$ cat src/rtl/sram_like_arbiter.sv
// Merges the CPU inst and data sram-like ports onto one memory-side sram-like port.
// Optional macro ARB_RR_EN selects round-robin arbitration on ties instead of fixed data priority.
module sram_like_arbiter #(
    parameter int unsigned OUTSTANDING = 2,
    parameter int unsigned CNT_W       = 2
) (
    input  logic        clk,
    input  logic        reset,

    input  logic        inst_req,
    input  logic [1:0]  inst_size,
    input  logic [31:0] inst_addr,
    output logic [31:0] inst_rdata,
    output logic        inst_addr_ok,
    output logic        inst_data_ok,

    input  logic        data_req,
    input  logic        data_wr,
    input  logic [1:0]  data_size,
    input  logic [31:0] data_addr,
    input  logic [31:0] data_wdata,
    output logic [31:0] data_rdata,
    output logic        data_addr_ok,
    output logic        data_data_ok,

    output logic        mem_req,
    output logic        mem_wr,
    output logic [1:0]  mem_size,
    output logic [31:0] mem_addr,
    output logic [31:0] mem_wdata,
    input  logic [31:0] mem_rdata,
    input  logic        mem_addr_ok,
    input  logic        mem_data_ok
);

    localparam int unsigned PTR_W = (OUTSTANDING > 1) ? $clog2(OUTSTANDING) : 1;

    logic [OUTSTANDING-1:0] tag_q, tag_d;
    logic [PTR_W-1:0]       head_q, head_d;
    logic [PTR_W-1:0]       tail_q, tail_d;
    logic [CNT_W-1:0]       cnt_q, cnt_d;

    logic full;
    logic empty;
    logic grant_data;
    logic push;
    logic pop;
    logic head_tag;

    function automatic logic [PTR_W-1:0] ptr_inc(input logic [PTR_W-1:0] p);
        if (p == PTR_W'(OUTSTANDING - 1)) begin
            return '0;
        end
        return p + PTR_W'(1);
    endfunction

    assign full  = (cnt_q == CNT_W'(OUTSTANDING));
    assign empty = (cnt_q == '0);

`ifdef ARB_RR_EN
    logic rr_last_q, rr_last_d;

    // On a tie the source that did not win the last push goes first.
    always_comb begin
        grant_data = data_req;
        if (inst_req && data_req) begin
            grant_data = ~rr_last_q;
        end
    end

    always_comb begin
        rr_last_d = rr_last_q;
        if (push) begin
            rr_last_d = grant_data;
        end
    end

    always_ff @(posedge clk) begin
        if (reset) begin
            rr_last_q <= 1'b0;
        end else begin
            rr_last_q <= rr_last_d;
        end
    end
`else
    always_comb begin
        grant_data = data_req;
    end
`endif

    // Request side: mux the granted source, inst fields when idle.
    always_comb begin
        mem_req      = (inst_req | data_req) & ~full & ~reset;
        mem_wr       = 1'b0;
        mem_size     = inst_size;
        mem_addr     = inst_addr;
        mem_wdata    = '0;
        if (grant_data) begin
            mem_wr    = data_wr;
            mem_size  = data_size;
            mem_addr  = data_addr;
            mem_wdata = data_wdata;
        end
        inst_addr_ok = mem_addr_ok & mem_req & ~grant_data;
        data_addr_ok = mem_addr_ok & mem_req &  grant_data;
    end

    // Response side: the FIFO head tells which source owns this response.
    always_comb begin
        push         = mem_req & mem_addr_ok;
        pop          = mem_data_ok & ~empty & ~reset;
        head_tag     = tag_q[head_q];
        inst_data_ok = pop & ~head_tag;
        data_data_ok = pop &  head_tag;
        inst_rdata   = mem_rdata;
        data_rdata   = mem_rdata;
    end

    always_comb begin
        tag_d  = tag_q;
        head_d = head_q;
        tail_d = tail_q;
        cnt_d  = cnt_q;
        if (push) begin
            tag_d[tail_q] = grant_data;
            tail_d        = ptr_inc(tail_q);
        end
        if (pop) begin
            head_d = ptr_inc(head_q);
        end
        case ({push, pop})
            2'b10:   cnt_d = cnt_q + CNT_W'(1);
            2'b01:   cnt_d = cnt_q - CNT_W'(1);
            default: cnt_d = cnt_q;
        endcase
    end

    always_ff @(posedge clk) begin
        if (reset) begin
            tag_q  <= '0;
            head_q <= '0;
            tail_q <= '0;
            cnt_q  <= '0;
        end else begin
            tag_q  <= tag_d;
            head_q <= head_d;
            tail_q <= tail_d;
            cnt_q  <= cnt_d;
        end
    end

endmodule

$ cat config.mk
export PLATFORM = sky130hd
export DESIGN_NAME = sram_like_arbiter
export DESIGN_NICKNAME = d
export VERILOG_FILES = /design/src/rtl/sram_like_arbiter.sv
export SDC_FILE = /design/constraint.sdc
export NUM_CORES = 1
export LEC_CHECK = 0
export CORE_AREA = 2 2 105 107
export CTS_CLUSTER_DIAMETER = 150
export DETAILED_ROUTE_END_ITERATION = 10
export DIE_AREA = 0 0 107 109
export DONT_BUFFER_PORTS = 1
export HOLD_SLACK_MARGIN = 0.06
export PLACE_DENSITY = 0.33
export SLEW_MARGIN = 20
export SYNTH_ARGS = -nofsm -noshare
export SYNTH_HDL_FRONTEND = slang
export SYNTH_SLANG_ARGS = --single-unit
$ cat constraint.sdc
create_clock -name clk -period 1.88 [get_ports clk]
set_input_delay 0.376 -clock clk [delete_from_list [all_inputs] [get_ports clk]]
set_output_delay 0.376 -clock clk [all_outputs]
set_load 0.05 [all_outputs]
==> results.md <==
* Unrepaired setup endpoints after global routing: false
* Yosys cell types at 23
* TritonCTS Buffers at 3
* # IOs at 275
* R2r endpoint: cnt_q[1]
* Max-slew headroom at 62.8%
* Met2 routed WL at 1.91 mm
* Crit. End Element: output port
* Post-layout min period at 1.71 ns
* Cell area power density at 729 nW/um^2
* Synth top area share at 33.6%
* Clock power frac at 22.2%
* Placed cell count at 252
* Core area at 10600 um^2
* First-pass GRT wire length at 4.51 mm
* CTS tree: built
* Tcrit/Tclk final at 90.9%
* Post-CTS Resized at 0
* Port bufs at 0
* Synth Area per Inst at 8.12 um^2
* Final Max Tran Viols at 0
* Via/cell ratio at 3.41
* Area of placed instances at 1160 um^2
* Avg WL per Cell at 14.8 um
* Syn Nets at 319
* Hold Path Sink: cnt_q[0]
* Leakage power at 0.000407 uW
* Worst hold path startpoint: reset
* Clk buf depth at 2
* Depth of the CTS H-tree at 1
* Switching share of power at 55.6%
* Hold Path Class: input port to flip-flop
* Logic pwr share at 60.4%
* WHS Path Cells at 1
* Total grt overflow at 0
* Root Driver: clkbuf_8
* Fillers at 1218
* Site Rows at 38
* Routed met3 length at 468 um
* Antenna viol nets, final at 0
* Commonest cells after routing, fill and taps aside: mux2_2, and2_1, buf_4
* Postcts setup bufs at 0
* Start of the worst register-to-register path: cnt_q[0]
* Flop2flop setup slack at 0.30 ns
* Startpoint Class: flip-flop
* Vias in the first global route at 762
* Finished Layout Cells at 256
* GR Util All Layers at 5.23%
* Fin nets at 257
* CTS clk-pin slew, worst paths at 0.04 ns
* Status: finished clean
* Final setup vio count at 0
* Iter 0 DRT Violations at 31
* Max Clock Skew at 0.00360 ns
* Int Power at 391 uW
* Mapped Cells at 179
* Largest net degree at the start of global routing at 72
* Clk_lat worst skew at 0.22 ns
* Initial Utilization at 13.7%
* Die ar. at 11700 um^2
* F_max at 585 MHz
* FF+latch count, synth at 6
* YS warnings at 0
* Design Area, Final at 1210 um^2
* Sequential fraction of the synthesis area at 8.26%
* Initial antenna violation count at 2
* Reg power frac at 17.5%
* Die width at 107 um
* Met1 wire length at 1.32 mm
* DRT Wirelength at 3.78 mm
* Worst-path fanout max at 5
* Clock sinks at 6
* Register area at 121 um^2
* Multi-input logic area at 825 um^2
* Vias at 873
* Fin util at 11.4%
* Crit path DAT at 1.33 ns
* Uppermost layer routed: met5
* Reg2Reg Depth at 5
* Hold Vio Cnt, Final at 0
* Post-synthesis cell area at 1450 um^2
* DRT Pass-1 Iters at 2
* Worst Tran Pin Value at 0.562 ns
* Critical path class: flip-flop to output port
* VDD IR max at 0.251 mV
* Synth area leaders: buf_4, mux2_2, and2_1
* Sum Neg Setup Slack at 0 ns
* Remaining DRCs at 0
* Area leader, netlist: buf_4
* Max cap viols at 0
* Net Switching at 491 uW
* Die Ht at 109 um
* Share of post-route cells with drive strength above 1 at 41.7%
* Area delta synth->final at -16.8%
* Post-CTS Hold Buffers at 0
* Routability cong. at 0.760
* Worst EP required at 1.50 ns
## sequential cells by signal, indices dropped and copies added (netlist names)
name    cells
cnt_q       2
tail_q      1
head_q      1
tag_q       2
## power by group through the flow
stage	Clock, uW	Sequential [uW]	Combinational, uW
2_1_floorplan	0	152	892
6_report	196	154	532
5_1_grt	211	157	549
3_5_place_dp	0	155	535
3_3_place_gp	0	156	538
4_1_cts	202	154	536
## metrics by stage
step,total power [uW],hold WS [ns],setup slack (ns)
after global placement,694,0.452,0.211
after detailed placement,691,0.451,0.187
after global routing,918,0.213,0.0715
final,882,0.219,0.171
after floorplan,1040,0.445,-0.0458
after CTS,892,0.212,0.0791
## layer usage
| metal | GRT usage (%) | up-vias |
|---|---|---|
| met5 | 0 | - |
| met4 | 2.23 | 2 |
| met3 | 2.75 | 12 |
| met2 | 8.64 | 86 |
| met1 | 5.62 | 380 |
| li1 | - | 393 |
## worst max-delay path by stage
stage | start | end | cells past startpoint
3_3_place_gp | data_req | cnt_q[1] | 5
4_1_cts | cnt_q[0] | inst_data_ok | 4
5_1_grt | cnt_q[1] | inst_data_ok | 4
6_report | cnt_q[0] | inst_data_ok | 4
2_1_floorplan | reset | inst_data_ok | 2
3_5_place_dp | data_req | cnt_q[1] | 5
## cell usage after synthesis (all sizes together)
library cell / n
buf: 69
and3: 1
a21oi: 1
xnor2: 1
xor2: 2
nand3b: 1
mux2i: 3
nor4: 1
and2: 34
nor2b: 3
ha: 1
mux2: 34
nor3: 2
nor2: 5
nand2b: 5
nand2: 1
or3: 1
dfxtp: 6
clkbuf: 4
nor4b: 1
o21ai: 2
o21a: 1
## worst max-delay path: stages (launching register included)
cell and delay, ns:
dfxtp_2 0.36, o21ai_0 0.12, buf_4 0.16, nor4_2 0.24, buf_4 0.24
## cell type report
cell class	count	area share, %
Multi-Input combinational cell	100	68.1
Tap cell	140	14.5
Sequential cell	6	10.0
Timing Repair Buffer	6	3.72
Clock buffer	3	3.41
Antenna cell	1	0.207
## kinds of logic (layout without fill, tap and decap cells)
group                      count (synthesis)  count (layout)  synth area share [%]
buffers and inverters                     73               9                  36.0
and+or+nand+nor                           55              55                  23.2
muxes                                     37              37                  28.4
DFF                                        6               6                  8.26
AOI/OAI and AO/OA                          4               4                  1.55
xor gates and xnor gates                   3               3                  1.81
adders and majority gates                  1               1                 0.860
other                                      0               1                     0
(Power assumes the default switching activity.)
